==> src/rtl/hamming_decoder_pkg.sv <==
// Shared definitions for the 16-bit Hamming SECDED receive path:
// FSM states, status flag codes and the data-bit placement inside a codeword.
package hamming_decoder_pkg;

  typedef enum logic [2:0] {
    GET_MSW = 3'd0,
    GET_LSW = 3'd1,
    DECODE  = 3'd2,
    SEND_HI = 3'd3,
    SEND_LO = 3'd4
  } dec_state_t;

  localparam logic [1:0] F_OK  = 2'b00;
  localparam logic [1:0] F_SEC = 2'b01;
  localparam logic [1:0] F_DED = 2'b10;

  // Codeword positions of data bits b1..b11; entry [0] is b1
  localparam logic [10:0][3:0] DATA_POS = {
    4'd15, 4'd14, 4'd13, 4'd12, 4'd11, 4'd10, 4'd9, 4'd7, 4'd6, 4'd5, 4'd3
  };

  function automatic logic [10:0] extract_data(input logic [15:0] word);
    logic [10:0] data;
    data = '0;
    for (int i = 0; i < 11; i++) begin
      data[i] = word[DATA_POS[i]];
    end
    return data;
  endfunction

endpackage

==> src/rtl/hamming_syndrome.sv <==
// Combinational SECDED checker: syndrome over positions 1..15 and overall parity.
// Kept separate so an encoder-side self-check can reuse it.
module hamming_syndrome (
  input  logic [15:0] word,
  output logic [3:0]  syndrome,
  output logic        parity
);

  always_comb begin
    syndrome = 4'd0;
    for (int i = 1; i < 16; i++) begin
      if (word[i]) begin
        syndrome = syndrome ^ 4'(i);
      end
    end
    parity = ^word;
  end

endmodule

==> src/rtl/hamming_decoder.sv <==
// Byte-stream SECDED decoder: gathers MSW/LSW, corrects or flags errors,
// and returns a status+data byte pair with saturating error counters.
module hamming_decoder
  import hamming_decoder_pkg::*;
#(
  parameter int W     = 8,
  parameter int CNT_W = 8
) (
  input  logic             Clk,
  input  logic             Reset,
  input  logic [W-1:0]     InByte,
  input  logic             InValid,
  output logic             InReady,
  output logic [W-1:0]     OutByte,
  output logic             OutValid,
  input  logic             OutReady,
  output logic [CNT_W-1:0] SecCnt,
  output logic [CNT_W-1:0] DedCnt
);

  dec_state_t       state;
  dec_state_t       state_next;
  logic             msw_load;
  logic             lsw_load;
  logic             do_decode;

  logic [W-1:0]     msw_q;
  logic [W-1:0]     lsw_q;
  logic [W-1:0]     hi_q;
  logic [W-1:0]     lo_q;
  logic [CNT_W-1:0] sec_cnt;
  logic [CNT_W-1:0] ded_cnt;

  logic [15:0]      word;
  logic [15:0]      fixed_word;
  logic [3:0]       syndrome;
  logic             parity;
  logic [1:0]       flags;
  logic [10:0]      data;

  assign word = {msw_q, lsw_q};

  hamming_syndrome u_syndrome (
    .word     (word),
    .syndrome (syndrome),
    .parity   (parity)
  );

  // A p0-only error needs no data change; a double error passes data through raw
  always_comb begin
    fixed_word = word;
    flags      = F_OK;
    if (syndrome != 4'd0 && parity) begin
      flags                = F_SEC;
      fixed_word[syndrome] = ~word[syndrome];
    end else if (syndrome == 4'd0 && parity) begin
      flags = F_SEC;
    end else if (syndrome != 4'd0 && !parity) begin
      flags = F_DED;
    end
    data = extract_data(fixed_word);
  end

  always_ff @(posedge Clk) begin
    if (!Reset) begin
      state <= GET_MSW;
    end else begin
      state <= state_next;
    end
  end

  always_comb begin
    state_next = state;
    msw_load   = 1'b0;
    lsw_load   = 1'b0;
    do_decode  = 1'b0;
    case (state)
      GET_MSW: begin
        if (InValid) begin
          msw_load   = 1'b1;
          state_next = GET_LSW;
        end
      end
      GET_LSW: begin
        if (InValid) begin
          lsw_load   = 1'b1;
          state_next = DECODE;
        end
      end
      DECODE: begin
        do_decode  = 1'b1;
        state_next = SEND_HI;
      end
      SEND_HI: begin
        if (OutReady) begin
          state_next = SEND_LO;
        end
      end
      SEND_LO: begin
        if (OutReady) begin
          state_next = GET_MSW;
        end
      end
      default: state_next = GET_MSW;
    endcase
  end

  always_ff @(posedge Clk) begin
    if (!Reset) begin
      msw_q   <= '0;
      lsw_q   <= '0;
      hi_q    <= '0;
      lo_q    <= '0;
      sec_cnt <= '0;
      ded_cnt <= '0;
    end else begin
      if (msw_load) begin
        msw_q <= InByte;
      end
      if (lsw_load) begin
        lsw_q <= InByte;
      end
      if (do_decode) begin
        hi_q <= {flags, 3'b000, data[10:8]};
        lo_q <= data[7:0];
        // Counters stick at all-ones rather than wrapping
        if (flags == F_SEC && sec_cnt != {CNT_W{1'b1}}) begin
          sec_cnt <= sec_cnt + 1'b1;
        end
        if (flags == F_DED && ded_cnt != {CNT_W{1'b1}}) begin
          ded_cnt <= ded_cnt + 1'b1;
        end
      end
    end
  end

  always_comb begin
    InReady  = 1'b0;
    OutValid = 1'b0;
    OutByte  = '0;
    if (Reset) begin
      case (state)
        GET_MSW, GET_LSW: InReady = 1'b1;
        SEND_HI: begin
          OutValid = 1'b1;
          OutByte  = hi_q;
        end
        SEND_LO: begin
          OutValid = 1'b1;
          OutByte  = lo_q;
        end
        default: begin
          InReady  = 1'b0;
          OutValid = 1'b0;
        end
      endcase
    end
  end

  assign SecCnt = sec_cnt;
  assign DedCnt = ded_cnt;

endmodule

==> config.mk <==
export PLATFORM = sky130hd
export DESIGN_NAME = hamming_decoder
export DESIGN_NICKNAME = d
export VERILOG_FILES = /design/src/rtl/hamming_decoder_pkg.sv /design/src/rtl/hamming_syndrome.sv /design/src/rtl/hamming_decoder.sv
export SDC_FILE = /design/constraint.sdc
export NUM_CORES = 1
export LEC_CHECK = 0
export CAP_MARGIN = 25
export CORE_AREA = 4 4 70 72
export CTS_BUF_LIST = sky130_fd_sc_hd__clkbuf_8
export DETAILED_ROUTE_END_ITERATION = 10
export DIE_AREA = 0 0 74 76
export DONT_BUFFER_PORTS = 1
export PLACE_DENSITY = 0.85
export SETUP_SLACK_MARGIN = 0.3
export SLEW_MARGIN = 5
export SYNTH_ARGS = -nofsm -noshare
export SYNTH_HDL_FRONTEND = slang
export SYNTH_SLANG_ARGS = --single-unit
==> constraint.sdc <==
create_clock -name Clk -period 7.65 [get_ports Clk]
set_clock_uncertainty 0.05 [all_clocks]
set_input_delay 2.295 -clock Clk [delete_from_list [all_inputs] [get_ports Clk]]
set_output_delay 2.295 -clock Clk [all_outputs]
set_load 0.01 [all_outputs]
==> results.toml <==
[outcome]
outcome = "completed"

[cts]
clock_path_buffers = 2
htreeDepth = 2
clk_latency_ps = 310
cts_resized = 0
cts_sinks = 48
postCtsSetupBuffers = 0
cts_hold_buf = 0
cts_tree = "done"
clk_pin_slew_ps = 80
cts_buffers = 5
clockRootBuffer = "clkbuf_8"

[setup_path]
cp-end-kind = "output pin"
crit_fanout = 32
crit_path_start_kind = "input pin"
criticalPathCategory = "in -> out"
crit_required_ps = 5310
cp.arrival_ps = 3130

[sta]
fin_ws_ps = 2170
period_minus_slack_ps = 5480
slew_headroom = 0.319
worst_pin_slew_ps = 1020
slew_violations = 0
setup_viol = 0
setup_tns_ps = 0
max_freq_mhz = 183
rsz0062_at_grt = "no"
holdWs_ps = 428
period_share = 0.716
hold_viol_final = 0

[die]
core_area_sq_um = 4290
io_pins = 38
die_x_um = 74
rows = 24
die_y_um = 76
die-area_sq_um = 5620
initial_core_util = 0.683

[logic_synthesis]
ys_seq_elements = 48
synth_edf_count = 0
syn-num-nets = 361
synthCells = 347
netlist_top_cells_count = "dfxtp_1, nor2_1, nand2_1"
synth_area_per_cell_sq_um = 8.45
seq_area_frac_synth = 0.328
synth_top_area_cell = "dfxtp_1"
syn_area_sq_um = 2930
synth_ff_type = "dfxtp_1"
yosys_warnings = 0
ys_types = 55
yosysTopAreaCellShare = 0.328
ys_async_sr_fraction = 0
post-synth-top-count-cell = "dfxtp_1"
synth_area_leaders = "dfxtp_1, xnor2_1, nor2_1"

[cells_and_area]
seqCellArea_sq_um = 961
fin_area_sq_um = 3030
nFillCells = 327
layout-drive-gt1-share = 0.0712
finalNetCount = 350
utilization = 0.706
multi_input_area_sq_um = 1890
n_antenna_cell = 0
area_growth_pct = 3.37

[pwr]
combPwrFrac = 0.313
power_frac_seq = 0.418
power.share.clock = 0.270
sw_frac_of_total = 0.349
ir_drop_mv = 0.164
net-switching-power_w = 0.000232
p_int_w = 0.000432
power_density_nw_per_um2 = 219
p_leak_nw = 1.08

[routing]
drt_wl_total_um = 6430
final_antenna_net_count = 0
drcViolationCount = 0
vias = 2458
drt-wirelength-per-cell_um = 16.5
first_pass_iters = 4
first_iter_violations = 266
via_per_inst = 6.32

[global_routing]
grt_max_degree = 33
antenna_found_initial = 0
grt_pass1_wl_um = 10700
grt_pass1_vias = 2238
grt_overflow = 0
track_usage = 0.238

[place]
globalplace.congestion = 0.903
place_hpwl_um = 4800
dpl_cell_area_sq_um = 2920
dp_slack_ps = 2170
portBuffers = 0

[job]
drv_cap = 0

[worst_hold_path]
hold_class = "reg -> reg"
==> layer usage <==
metal  vias to the layer above  share of wire  GRT usage
met4                         0          0.016     0.0833
met2                        89           0.46      0.351
li1                       1215              -          -
met5                         -              0          0
met1                      1145           0.45      0.343
met3                         9          0.073     0.0462
==> worst max-delay path: stages <==
cell and delay (ps):
clkinv_1 240, buf_4 350, nor2_1 230
==> sequential cells by signal, indices dropped and copies added (netlist names) <==
| register | count |
|---|---|
| hi_q | 5 |
| msw_q | 8 |
| state | 3 |
| SecCnt | 8 |
| lsw_q | 8 |
| lo_q | 8 |
| DedCnt | 8 |
==> cell families after synthesis <==
group / synth area share
buffers and inverters: 0.0290
DFF: 0.328
and+or+nand+nor: 0.243
xor gates and xnor gates: 0.189
muxes: 0.0448
AOI/OAI and AO/OA: 0.158
adders and majority gates: 0.00853
==> worst paths after layout <==
check / cells past startpoint / endpoint / slack, ps / start
min: 2 / lo_q[4]$_SDFFE_PN0P_ / 430 / lo_q[4]$_SDFFE_PN0P_
max reg2reg: 7 / DedCnt[6]$_SDFFE_PN0P_ / 4570 / msw_q[7]$_SDFFE_PN0P_
max: 3 / OutByte[6] / 2170 / Reset
min reg2reg: 2 / lo_q[4]$_SDFFE_PN0P_ / 430 / lo_q[4]$_SDFFE_PN0P_
==> power by group through the flow <==
stage | sequential [W] | clock [W] | combinational (W)
3_3_place_gp | 0.000282 | 0 | 0.000199
3_5_place_dp | 0.000283 | 0 | 0.000204
4_1_cts | 0.000277 | 0.000182 | 0.000205
6_report | 0.000277 | 0.000179 | 0.000208
2_1_floorplan | 0.000273 | 0 | 0.000180
5_1_grt | 0.000279 | 0.000193 | 0.000230
==> cell type report <==
class | instances | share of cell area
clock buffer | 5 | 0.0227
clock inverter | 3 | 0.0128
inverter | 1 | 0.00124
multi-input combinational | 279 | 0.622
sequential | 48 | 0.317
tap | 52 | 0.0215
timing repair buffer | 1 | 0.00248
==> cell usage in the layout, fill, tap and decap left out, types with 8 or more instances in the layout <==
master / count
nor2_1: 43
xor2_1: 10
mux2i_1: 12
nand3_1: 20
o21ai_0: 12
nand4_1: 8
xnor2_1: 22
nor3_1: 9
dfxtp_1: 48
a21oi_1: 19
nand2_1: 36
==> metrics by stage <==
step / total power [W] / cells
global route: 0.000703 / 389
detailed placement: 0.000487 / 381
CTS: 0.000664 / 389
finish: 0.000664 / 389
global placement: 0.000481 / 381
floorplan: 0.000453 / 347
(Power assumes the default switching activity.)
